<file path="src/rtl/dac_spi_tx.sv">
// -----------------------------------------------------------------------------
// dac_spi_tx
//   Serialises 12-bit DDS samples into 16-bit SPI frames for a DAC.
//   Each frame is {CTRL_BITS, data_in}, sent MSB first. dac_din changes only
//   on the falling edge of dac_sclk, so the DAC samples it on the rising edge.
//   A frame holds dac_cs_n low for exactly 33*CLK_DIV cycles: 16 bits of
//   2*CLK_DIV cycles each, then CLK_DIV cycles of hold with dac_sclk low.
//
// Parameters
//   CLK_DIV    dac_sclk half-period in sys_clk cycles (1..255)
//   CTRL_BITS  control nibble sent as frame bits [15:12]
//   FRAME_GAP  extra dac_cs_n-high cycles after frame_done before ready (0..255)
//
// Ports
//   sys_clk     system clock, rising edge
//   rst_n       asynchronous active-low reset
//   data_in     12-bit unsigned sample
//   data_valid  sample qualifier; accepted when ready is high
//   ready       block accepts a sample this cycle
//   dac_cs_n    DAC chip select, active low
//   dac_sclk    serial clock, idles low
//   dac_din     serial data, MSB first
//   frame_done  one-cycle pulse as dac_cs_n returns high
//   overrun     one-cycle pulse after data_valid was seen while ready was low
// -----------------------------------------------------------------------------
module dac_spi_tx #(
  parameter int unsigned CLK_DIV   = 2,
  parameter logic [3:0]  CTRL_BITS = 4'b0000,
  parameter int unsigned FRAME_GAP = 2
) (
  input  logic        sys_clk,
  input  logic        rst_n,
  input  logic [11:0] data_in,
  input  logic        data_valid,
  output logic        ready,
  output logic        dac_cs_n,
  output logic        dac_sclk,
  output logic        dac_din,
  output logic        frame_done,
  output logic        overrun
);

  localparam logic [1:0] S_IDLE  = 2'd0;
  localparam logic [1:0] S_SHIFT = 2'd1;
  localparam logic [1:0] S_HOLD  = 2'd2;
  localparam logic [1:0] S_GAP   = 2'd3;

  // Divider counts down the cycles left in the current sclk phase; it is
  // always reloaded explicitly and never relies on wrapping.
  localparam logic [7:0] DIV_RELOAD = 8'(CLK_DIV - 1);
  localparam logic [7:0] GAP_LOAD   = 8'(FRAME_GAP);

  logic [1:0]  state_q, state_d;
  logic [15:0] shreg_q, shreg_d;
  logic [3:0]  bit_cnt_q, bit_cnt_d;
  logic [7:0]  div_cnt_q, div_cnt_d;
  logic [7:0]  gap_cnt_q, gap_cnt_d;
  logic        ready_q, ready_d;
  logic        cs_n_q, cs_n_d;
  logic        sclk_q, sclk_d;
  logic        din_q, din_d;
  logic        frame_done_q, frame_done_d;
  logic        overrun_q, overrun_d;

  logic accept;

  assign accept = data_valid && ready_q;

  always_comb begin
    // NOTE: every next-state signal takes its hold value first so no path
    // through the case below can leave one unassigned and infer a latch.
    state_d      = state_q;
    shreg_d      = shreg_q;
    bit_cnt_d    = bit_cnt_q;
    div_cnt_d    = div_cnt_q;
    gap_cnt_d    = gap_cnt_q;
    ready_d      = ready_q;
    cs_n_d       = cs_n_q;
    sclk_d       = sclk_q;
    din_d        = din_q;
    frame_done_d = 1'b0;
    // Any sample offered while busy is dropped and flagged.
    overrun_d    = data_valid && !ready_q;

    case (state_q)
      S_IDLE: begin
        ready_d = 1'b1;
        cs_n_d  = 1'b1;
        sclk_d  = 1'b0;
        din_d   = 1'b0;
        if (accept) begin
          // The whole word is captured here, so later data_in changes
          // cannot disturb the frame.
          shreg_d   = {CTRL_BITS, data_in};
          bit_cnt_d = 4'd15;
          div_cnt_d = DIV_RELOAD;
          ready_d   = 1'b0;
          cs_n_d    = 1'b0;
          din_d     = CTRL_BITS[3];
          state_d   = S_SHIFT;
        end
      end

      S_SHIFT: begin
        if (div_cnt_q != 8'd0) begin
          div_cnt_d = div_cnt_q - 8'd1;
        end else if (!sclk_q) begin
          // End of low phase: rising edge, DAC samples the current bit.
          sclk_d    = 1'b1;
          div_cnt_d = DIV_RELOAD;
        end else if (bit_cnt_q == 4'd0) begin
          // Last bit done: drop sclk and hold cs_n low; no 17th edge.
          sclk_d    = 1'b0;
          div_cnt_d = DIV_RELOAD;
          state_d   = S_HOLD;
        end else begin
          // Falling edge: the only place dac_din moves to the next bit.
          sclk_d    = 1'b0;
          shreg_d   = {shreg_q[14:0], 1'b0};
          din_d     = shreg_q[14];
          bit_cnt_d = bit_cnt_q - 4'd1;
          div_cnt_d = DIV_RELOAD;
        end
      end

      S_HOLD: begin
        if (div_cnt_q != 8'd0) begin
          div_cnt_d = div_cnt_q - 8'd1;
        end else begin
          cs_n_d       = 1'b1;
          din_d        = 1'b0;
          frame_done_d = 1'b1;
          gap_cnt_d    = GAP_LOAD;
          state_d      = S_GAP;
        end
      end

      S_GAP: begin
        // The first GAP cycle is the frame_done cycle; FRAME_GAP more
        // cycles follow before ready returns.
        if (gap_cnt_q != 8'd0) begin
          gap_cnt_d = gap_cnt_q - 8'd1;
        end else begin
          ready_d = 1'b1;
          state_d = S_IDLE;
        end
      end

      default: begin
        ready_d = 1'b1;
        cs_n_d  = 1'b1;
        sclk_d  = 1'b0;
        din_d   = 1'b0;
        state_d = S_IDLE;
      end
    endcase
  end

  always_ff @(posedge sys_clk or negedge rst_n) begin
    if (!rst_n) begin
      // Async reset raises cs_n immediately, aborting any frame in flight.
      state_q      <= S_IDLE;
      shreg_q      <= '0;
      bit_cnt_q    <= '0;
      div_cnt_q    <= '0;
      gap_cnt_q    <= '0;
      ready_q      <= 1'b1;
      cs_n_q       <= 1'b1;
      sclk_q       <= 1'b0;
      din_q        <= 1'b0;
      frame_done_q <= 1'b0;
      overrun_q    <= 1'b0;
    end else begin
      // NOTE: non-blocking updates make every register see the values from
      // before this edge, matching real flip-flop behaviour.
      state_q      <= state_d;
      shreg_q      <= shreg_d;
      bit_cnt_q    <= bit_cnt_d;
      div_cnt_q    <= div_cnt_d;
      gap_cnt_q    <= gap_cnt_d;
      ready_q      <= ready_d;
      cs_n_q       <= cs_n_d;
      sclk_q       <= sclk_d;
      din_q        <= din_d;
      frame_done_q <= frame_done_d;
      overrun_q    <= overrun_d;
    end
  end

  assign ready      = ready_q;
  assign dac_cs_n   = cs_n_q;
  assign dac_sclk   = sclk_q;
  assign dac_din    = din_q;
  assign frame_done = frame_done_q;
  assign overrun    = overrun_q;

endmodule

</file>
<file path="config.mk">
export PLATFORM = sky130hd
export DESIGN_NAME = dac_spi_tx
export DESIGN_NICKNAME = d
export VERILOG_FILES = /design/src/rtl/dac_spi_tx.sv
export SDC_FILE = /design/constraint.sdc
export NUM_CORES = 1
export LEC_CHECK = 0
export BUFFER_PORTS_ARGS = -buffer_cell sky130_fd_sc_hd__buf_2
export CAP_MARGIN = 20
export CELL_PAD_IN_SITES_DETAIL_PLACEMENT = 1
export CELL_PAD_IN_SITES_GLOBAL_PLACEMENT = 1
export CORE_MARGIN = 2
export CORE_UTILIZATION = 46
export DETAILED_ROUTE_END_ITERATION = 7
export PLACE_DENSITY = 0.86
export SYNTH_ARGS = -nofsm -noshare
export SYNTH_HDL_FRONTEND = slang
export SYNTH_SLANG_ARGS = --single-unit
</file>
<file path="constraint.sdc">
create_clock -name sys_clk -period 2.3 [get_ports sys_clk]
set_input_delay 0.115 -clock sys_clk [delete_from_list [all_inputs] [get_ports sys_clk]]
set_output_delay 0.115 -clock sys_clk [all_outputs]
set_load 0.05 [all_outputs]
</file>
==> impl_metrics.env, run 1 <==
export IMPL_core_um2=4820
export IMPL_postCtsHoldBufs=0
export IMPL_io_pins=21
export IMPL_critPathLaunchType="register"
export IMPL_status="finished, violations left"
export IMPL_syn2layout_area_growth_pct=14.9
export IMPL_multi_input_area_um2=1170
export IMPL_antenna_cells=0
export IMPL_grt_pass1_vias=2008
export IMPL_grt_overflow=0
export IMPL_slew_headroom_pct=35.7
export IMPL_hold_viol=41
export IMPL_post_route_drc_count=0
export IMPL_synth_top_area_share_pct=44.0
export IMPL_power_leakage_nw=1.20
export IMPL_required_ns=2.49
export IMPL_drt_iter0_drc=130
export IMPL_violations="negative hold slack"
export IMPL_cp_end_kind="register"
export IMPL_hold_slack_ns=-0.0399
export IMPL_routed_wl_um=5840
export IMPL_rows=25
export IMPL_fill_cells=558
export IMPL_antenna_found_initial=0
export IMPL_finalSetupTns_ns=0
export IMPL_firstDrtPassIters=5
export IMPL_rsz0062_at_grt="no"
export IMPL_vias=1897
export IMPL_grt_first_pass_wirelength_um=9870
export IMPL_synth_area_per_cell_um2=9.97
export IMPL_gp_congestion=0.834
export IMPL_synth_nets=258
export IMPL_grt_usage_pct=23.2
export IMPL_cp_startpoint="div_cnt_q[1]"
export IMPL_post_synth_top_area_cell="dfrtp_1"
export IMPL_worst_path_max_fanout=5
export IMPL_seq_area_um2=1080
export IMPL_ys_warn_count=0
export IMPL_yosysSeqAreaShare_pct=46.2
export IMPL_drv_cap=0
export IMPL_netlist_instances=234
export IMPL_vias_per_cell=5.71
export IMPL_peakVddDrop_mv=0.536
export IMPL_fin_crit_ns=2.16
export IMPL_synth_edff_count=0
export IMPL_mappedNetlistArea_um2=2330
export IMPL_period_share_pct=93.8
export IMPL_critical_path_class="reg2reg"
export IMPL_drv_slew=0
export IMPL_ys_ff_latch=43
export IMPL_ys_flop_type="dfrtp_1"
export IMPL_synthTopCellsByArea="dfrtp_1, mux2i_1, ha_1"
export IMPL_initial_core_util_pct=48.4
export IMPL_async_flop_share_pct=100
export IMPL_die_width_um=75.2
export IMPL_wl_per_cell_um=17.6
export IMPL_postCtsSetupRepairBufs=0
export IMPL_power_total_mw=4.18
export IMPL_ant_nets=0
export IMPL_tightest_slew_ns=0.965
export IMPL_worstPathArrival_ns=2.34
export IMPL_fmax_mhz=464
export IMPL_clock_path_buffers=2
export IMPL_holdCritPathClass="in2async"
export IMPL_dp_hpwl_um=4320
export IMPL_cts_sinks=43
export IMPL_grt_start_max_net_pins=44
export IMPL_io_buffers=20
export IMPL_finalSetupViolCount=0
export IMPL_numCtsBuffers=5
export IMPL_fin_skew_ns=0.0105
export IMPL_ys_types=55
export IMPL_drive_gt1_share_pct=20.0
export IMPL_power_density_nw_per_um2=1560
export IMPL_cts_root_buffer="clkbuf_8"
export IMPL_tritoncts="done"
export IMPL_layout_nets=288
export IMPL_timing_rr_start="div_cnt_q[1]"
export IMPL_clock_latency_ns=0.31
export IMPL_htreeDepth=2
export IMPL_die_area_um2=5660
export IMPL_clkSlewWorstSetupHoldPaths_ns=0.08
export IMPL_fp_dieH_um=75.2
## state kept, by name, summed over array words and instances (netlist names)
| register | count |
|---|---|
| bit_cnt_q | 4 |
| dac_sclk | 1 |
| overrun | 1 |
| shreg_q | 15 |
| dac_cs_n | 1 |
| dac_din | 1 |
| frame_done | 1 |
| state_q | 2 |
| ready | 1 |
| div_cnt_q | 8 |
| gap_cnt_q | 8 |
## cells in the final DEF, fill, tap and decap left out, types with 2 or more instances in the layout
master     count
ha_1           9
dfrtp_1       41
o2bb2ai_1      2
nor2_1        20
nand4_1        3
nor4_1         3
o21ai_2        2
xnor2_1        4
clkbuf_8       7
inv_1         14
nor3_1         4
or3_1          2
a32oi_1        2
a211oi_1       2
a2bb2oi_1      2
dfstp_2        2
nand2_1       25
nand4b_1       3
o21ai_0        8
mux2i_1       12
a21oi_1        4
buf_2         20
a22o_1         5
buf_4          9
nand3_1       11
nor3b_1        2
o21ai_1       12
xor2_1         6
## metal layers
metal | routed length, um | up-vias | global-route usage (%)
li1 | - | 901 | -
met1 | 2720 | 964 | 30.5
met2 | 2930 | 25 | 38.8
met3 | 124 | 7 | 4.15
met4 | 59 | 0 | 7.80
met5 | 0 | - | 0
## kinds of logic after synthesis
family / count (synthesis) / synth area share, %
xor+xnor: 10 / 3.75
flops: 43 / 46.2
buf+inv: 21 / 3.81
simple gates: 85 / 19.5
compound gates: 53 / 16.3
mux: 13 / 5.63
fa+ha+maj: 9 / 4.83
## power by group
part / switching (mW) / total (mW) / leakage (nW) / internal (mW)
Combinational: 1.43 / 2.33 / 0.613 / 0.903
Clock: 0.271 / 0.545 / 0.0505 / 0.273
Sequential: 0.249 / 1.31 / 0.536 / 1.06
Total: 1.95 / 4.18 / 1.20 / 2.24
## layout make-up
| cell class | instances | area share, % |
|---|---|---|
| timing repair buffer | 30 | 7.00 |
| inverter | 14 | 1.96 |
| tap | 67 | 3.13 |
| clock buffer | 7 | 3.59 |
| multi-input combinational | 170 | 43.8 |
| clock inverter | 1 | 0.280 |
| sequential | 43 | 40.2 |
## worst paths after layout
kind	cells past startpoint	end	slack [ns]
setup / recovery	7	gap_cnt_q[6]	0.14
hold / removal	1	shreg_q[4]	-0.04
setup reg to reg	7	gap_cnt_q[6]	0.14
hold reg to reg	2	shreg_q[9]	0.49
max in group asynchronous	1	state_q[1]	1.74
min in group sys_clk	3	shreg_q[0]	0.05
## Yosys cell counts (all sizes together), types with 2 or more instances
cell type and number:
o21ai 22, nor3 5, nand4b 3, a211oi 2, nor2 22, o311ai 2
a32oi 2, xor2 6, dfrtp 41, xnor2 4, ha 9, dfstp 2
buf 4, a2bb2oi 3, nor3b 2, nor4b 3, inv 14, nand3 11
clkbuf 3, nand2 26, a21oi 4, nand4 3, or3 2, o2bb2ai 2
mux2i 12, nor4 3, a22o 5
## metrics by stage
stage | instance area, um^2 | instances | util [%] | setup slack [ns] | hold WS, ns
after global routing | 2680 | 332 | 55.7 | 0.0309 | 0.0301
final | 2680 | 332 | 55.7 | 0.143 | -0.0399
after floorplan | 2330 | 234 | - | 0.275 | -0.181
after global placement | 2570 | 324 | 53.3 | 0.164 | 0.334
after detailed placement | 2570 | 324 | 53.3 | 0.0839 | 0.332
after CTS | 2670 | 332 | 55.5 | 0.0579 | 0.00246
## worst max-delay path, stage by stage, from the launching register on
cell and delay (ns):
dfrtp_1 0.40, inv_1 0.11, ha_1 0.17, or4b_4 0.52, o21ai_2 0.24, o21ai_2 0.13
o31a_1 0.32, a2bb2oi_1 0.14
## timing repair
| item | 4_1_cts | 5_1_grt |
|---|---|---|
| gates resized for setup | 0 | 2 |
| endpoints found under the setup margin | 0 | 9 |
| hold endpoints to repair | 0 | 0 |
Note: power is estimated with default switching activity, not from simulation.
==> run 2: changes to the inputs <==
Settings changed: CTS_BUF_LIST set to sky130_fd_sc_hd__clkbuf_16.
==> run 2 against run 1 <==
Against the previous run:
- cell area grew 1.4%
- highest routed layer unchanged
- sequential power is essentially flat
- the flow still finishes with violations (negative hold slack)
- critical path depth grew 1
- die area did not move
- global-route usage grew 1.0 points
- worst setup slack improved by 0.0013 ns
- sequential share of layout area fell by 0.54 points
- via count shrank 1.3%
- combinational power barely moved
- utilization up 0.75 points
- flip-flop and latch count stayed put
- clock skew decreased by 0.0033 ns
==> impl_metrics.env, run 2 (synthesis gave the netlist of run 1 again) <==
export IMPL_antenna_found_initial=0
export IMPL_grt_usage_pct=24.2
export IMPL_routed_wl_um=5990
export IMPL_slew_headroom_pct=34.5
export IMPL_drt_iter0_drc=146
export IMPL_top_register="shreg_q"
export IMPL_timing_rr_start="div_cnt_q[0]"
export IMPL_power_leakage_nw=1.21
export IMPL_rows=25
export IMPL_firstDrtPassIters=4
export IMPL_numCtsBuffers=5
export IMPL_period_share_pct=93.7
export IMPL_syn2layout_area_growth_pct=16.5
export IMPL_critical_path_class="reg2reg"
export IMPL_gp_congestion=0.834
export IMPL_tightest_slew_ns=0.982
export IMPL_hold_viol=22
export IMPL_stdcell_count=332
export IMPL_reg_top3="shreg_q x15, div_cnt_q x8, gap_cnt_q x8"
export IMPL_required_ns=2.47
export IMPL_die_area_um2=5660
export IMPL_holdCritPathClass="in2async"
export IMPL_critPathLaunchType="register"
export IMPL_finalSetupViolCount=0
export IMPL_rsz0062_at_grt="no"
export IMPL_clock_latency_ns=0.29
export IMPL_largest_reg_flops=15
export IMPL_grt_overflow=0
export IMPL_htreeDepth=2
export IMPL_clock_path_buffers=2
export IMPL_vias_per_cell=5.64
export IMPL_grt_pass1_vias=2021
export IMPL_hold_slack_ns=-0.0104
export IMPL_cp_startpoint="div_cnt_q[0]"
export IMPL_fin_crit_ns=2.16
export IMPL_cts_sinks=43
export IMPL_vias=1872
export IMPL_mostFrequentLayoutCells="dfrtp_1, nand2_1, nor2_1, buf_2, inv_1"
export IMPL_io_pins=21
export IMPL_wl_per_cell_um=18.1
export IMPL_status="finished, violations left"
export IMPL_post_route_drc_count=0
export IMPL_io_buffers=20
export IMPL_initial_core_util_pct=48.4
export IMPL_fp_dieH_um=75.2
export IMPL_dp_slack_ns=0.0839
export IMPL_postCtsHoldBufs=0
export IMPL_tritoncts="done"
export IMPL_fmax_mhz=464
export IMPL_violations="negative hold slack"
export IMPL_core_um2=4820
export IMPL_postCtsSetupRepairBufs=0
export IMPL_ant_nets=0
export IMPL_dp_cells=324
export IMPL_layout_nets=288
export IMPL_worst_path_max_fanout=22
export IMPL_peakVddDrop_mv=0.702
export IMPL_clkSlewWorstSetupHoldPaths_ns=0.06
export IMPL_antenna_cells=0
export IMPL_grt_start_max_net_pins=44
export IMPL_fin_skew_ns=0.00717
export IMPL_finalSetupTns_ns=0
export IMPL_drive_gt1_share_pct=19.2
export IMPL_drv_slew=0
export IMPL_die_width_um=75.2
export IMPL_cp_end_kind="register"
export IMPL_cts_root_buffer="clkbuf_16"
export IMPL_power_density_nw_per_um2=1600
export IMPL_dp_hpwl_um=4320
export IMPL_drv_cap=0
export IMPL_setup_ws_ns=0.145
export IMPL_cts_resized_gates=0
export IMPL_utilization_pct=56.4
export IMPL_worstPathArrival_ns=2.33
export IMPL_final_common_cell="dfrtp_1"
export IMPL_grt_first_pass_wirelength_um=10200
[run 2: cell types whose count changed in the layout (fill, tap and decap cells not counted), sizes merged]
cell / delta
clkbuf: -2
clkinv: +2
[run 2: cell type report]
type,instances,area [um^2]
inverters,14,52.6
clock buffers,5,125
clock inverters,3,15.0
well taps,67,83.8
repair buffers,30,188
flip-flops and latches,43,1080
fillers,554,2100
multi-input cells,170,1170
[run 2: critical path: stages (launching register included)]
cell and delay, ns:
dfrtp_1 0.40, inv_1 0.10, ha_1 0.17, or4b_4 0.52
o31ai_4 0.30, nand2_2 0.19, buf_12 0.21, nand2_1 0.08
o21ai_1 0.07
[run 2: final timing paths]
path                           endpoint  slack [ns]  cells past startpoint
setup / recovery             shreg_q[6]        0.14                      8
hold reg to reg              shreg_q[9]        0.49                      2
max in group asynchronous  gap_cnt_q[2]        1.71                      1
min in group sys_clk         shreg_q[0]        0.07                      3
hold / removal             div_cnt_q[5]       -0.01                      1
setup reg to reg             shreg_q[6]        0.14                      8
[run 2: through the flow]
| stage | power, mW | instance area, um^2 |
|---|---|---|
| final | 4.34 | 2720 |
| after global routing | 4.68 | 2720 |
| after CTS | 4.33 | 2710 |
| after detailed placement | 3.60 | 2570 |
| after global placement | 3.44 | 2570 |
| after floorplan | 2.91 | 2330 |
[run 2: layer usage]
layer | track usage, % | share of wire (%) | wire length, um | vias up
met1 | 31.6 | 46 | 2750 | 938
met3 | 4.42 | 2.1 | 127 | 9
met4 | 7.60 | 1.5 | 87 | 0
li1 | - | - | - | 901
met5 | 0 | 0 | 0 | -
met2 | 41.0 | 51 | 3030 | 24
[run 2: where the power goes]
group	internal (mW)	switching [mW]
sequential	1.06	0.252
clock	0.394	0.287
combinational	0.902	1.44
total	2.36	1.98
==> run 3: changes to the inputs <==
Settings changed: REMOVE_ABC_BUFFERS set to 1.
==> run 3 against run 2 <==
Against the previous run:
- the run still ends with negative hold slack left
- register-to-register slack worse by 0.06 ns
- clock power is 33% higher
- combinational power hardly changed
- power is 6.0% higher
- count of clock-buffer cells in the layout stayed put
- cell count is 0.90% higher
- worst setup slack worse by 0.061 ns
- flip-flop and latch count stayed put
- critical path type unchanged
==> impl_metrics.env, run 3 (synthesis gave the netlist of run 1 again) <==
export IMPL_drv_cap=0
export IMPL_drv_slew=0
export IMPL_wl_met3_um=134
export IMPL_critical_path_class="reg2reg"
export IMPL_die_width_um=75.2
export IMPL_tightest_slew_ns=0.952
export IMPL_reg2reg_slack_ns=0.08
export IMPL_critPathLaunchType="register"
export IMPL_required_ns=2.47
export IMPL_antenna_cells=0
export IMPL_drt_iter0_drc=167
export IMPL_syn2layout_area_growth_pct=19.3
export IMPL_routed_wl_um=6100
export IMPL_layout_nets=291
export IMPL_firstDrtPassIters=4
export IMPL_status="finished, violations left"
export IMPL_grt_first_pass_wirelength_um=9730
export IMPL_finalSetupViolCount=0
export IMPL_grt_usage_pct=23.1
export IMPL_wl_met2_um=3140
export IMPL_violations="negative hold slack"
export IMPL_dp_hpwl_um=4230
export IMPL_mostFrequentLayoutCells="dfrtp_1, nand2_1, nor2_1, buf_2, inv_1"
export IMPL_reg_top3="shreg_q x15, div_cnt_q x8, gap_cnt_q x8"
export IMPL_grt_pass1_vias=1910
export IMPL_rows=25
export IMPL_holdCritPathClass="in2async"
export IMPL_largest_reg_flops=15
export IMPL_hold_viol=41
export IMPL_vias=1913
export IMPL_ant_nets=0
export IMPL_top_layer="met4"
export IMPL_die_area_um2=5660
export IMPL_vias_per_cell=5.71
export IMPL_drt_met1_wl_um=2740
export IMPL_post_route_drc_count=0
export IMPL_grt_overflow=0
export IMPL_final_common_cell="dfrtp_1"
export IMPL_utilization_pct=57.8
export IMPL_worst_path_max_fanout=16
export IMPL_clkSlewWorstSetupHoldPaths_ns=0.06
export IMPL_dp_slack_ns=0.0868
export IMPL_fill_cells=563
export IMPL_initial_core_util_pct=48.4
export IMPL_fmax_mhz=451
export IMPL_drive_gt1_share_pct=21.3
export IMPL_worstPathArrival_ns=2.38
export IMPL_hold_slack_ns=-0.0241
export IMPL_cp_end_kind="register"
export IMPL_numCtsBuffers=5
export IMPL_tritoncts="done"
export IMPL_fin_crit_ns=2.22
export IMPL_period_share_pct=96.3
export IMPL_clock_latency_ns=0.29
export IMPL_wl_per_cell_um=18.2
export IMPL_power_density_nw_per_um2=1650
export IMPL_cts_root_buffer="clkbuf_16"
export IMPL_finalSetupTns_ns=0
export IMPL_setup_ws_ns=0.0841
export IMPL_postCtsHoldBufs=0
export IMPL_fp_dieH_um=75.2
export IMPL_slew_headroom_pct=36.6
export IMPL_io_pins=21
export IMPL_core_um2=4820
export IMPL_clock_path_buffers=2
export IMPL_fin_skew_ns=0.00717
export IMPL_cts_sinks=43
export IMPL_gp_congestion=0.839
export IMPL_top_register="shreg_q"
export IMPL_antenna_found_initial=0
export IMPL_htreeDepth=2
export IMPL_grt_start_max_net_pins=44
export IMPL_power_leakage_nw=1.25
export IMPL_peakVddDrop_mv=0.691
export IMPL_io_buffers=20
run 3: cell count changes in the layout (fill, tap and decap cells not counted):
| cell | delta |
|---|---|
| clkinvlp_4 | -1 |
| o311ai_2 | +1 |
| buf_4 | +4 |
| clkinv_1 | -2 |
| buf_12 | -1 |
| inv_2 | +1 |
| bufinv_16 | +2 |
| o311ai_0 | -1 |
run 3: final timing paths:
path                                    from      endpoint  cells past startpoint
worst max register to register  div_cnt_q[1]    shreg_q[3]                      8
min in group sys_clk              data_valid       overrun                      2
worst max-delay path            div_cnt_q[1]    shreg_q[3]                      8
max in group asynchronous              rst_n  div_cnt_q[5]                      1
worst min register to register   shreg_q[10]   shreg_q[10]                      2
worst min-delay path                   rst_n       overrun                      1
run 3: stage by stage:
stage          std cells  cell area (um^2)  total power [mW]
2_1_floorplan        227              2300              2.86
6_report             335              2780              4.59
3_5_place_dp         325              2560              3.56
3_3_place_gp         325              2560              3.43
5_1_grt              335              2780              4.90
4_1_cts              333              2750              4.53
run 3: worst max-delay path, cell delays in order, from the launching register on:
cell     delay, ns
dfrtp_1       0.40
inv_1         0.12
ha_1          0.17
or4b_4        0.52
o31ai_4       0.35
nand2_2       0.15
buf_4         0.23
nand2_1       0.08
o21ai_1       0.07
run 3: timing repair:
action / CTS / global route
resized for setup: 0 / 5
setup endpoints to repair: 1 / 14
buffers inserted: 0 / 2
pin swaps: 1 / 1
run 3: final cells by class:
| type | instances | area [um^2] | share of cell area [%] |
|---|---|---|---|
| Clock buffer | 5 | 125 | 4.49 |
| Multi-Input combinational cell | 170 | 1180 | 42.5 |
| Sequential cell | 43 | 1080 | 38.7 |
| Inverter | 14 | 52.6 | 1.89 |
| Tap cell | 67 | 83.8 | 3.01 |
| Timing Repair Buffer | 33 | 198 | 7.10 |
| Clock inverter | 3 | 63.8 | 2.29 |
run 3: power by group:
part	internal (mW)	leakage [nW]	total, mW	switching, mW
logic	0.920	0.620	2.37	1.45
registers	1.06	0.536	1.32	0.258
clock network	0.618	0.0952	0.905	0.287
run 3: per-layer routing:
| layer | up-vias | track usage, % |
|---|---|---|
| met5 | - | 0 |
| met1 | 979 | 30.2 |
| met3 | 8 | 5.09 |
| li1 | 902 | - |
| met4 | 0 | 6.24 |
| met2 | 24 | 39.0 |
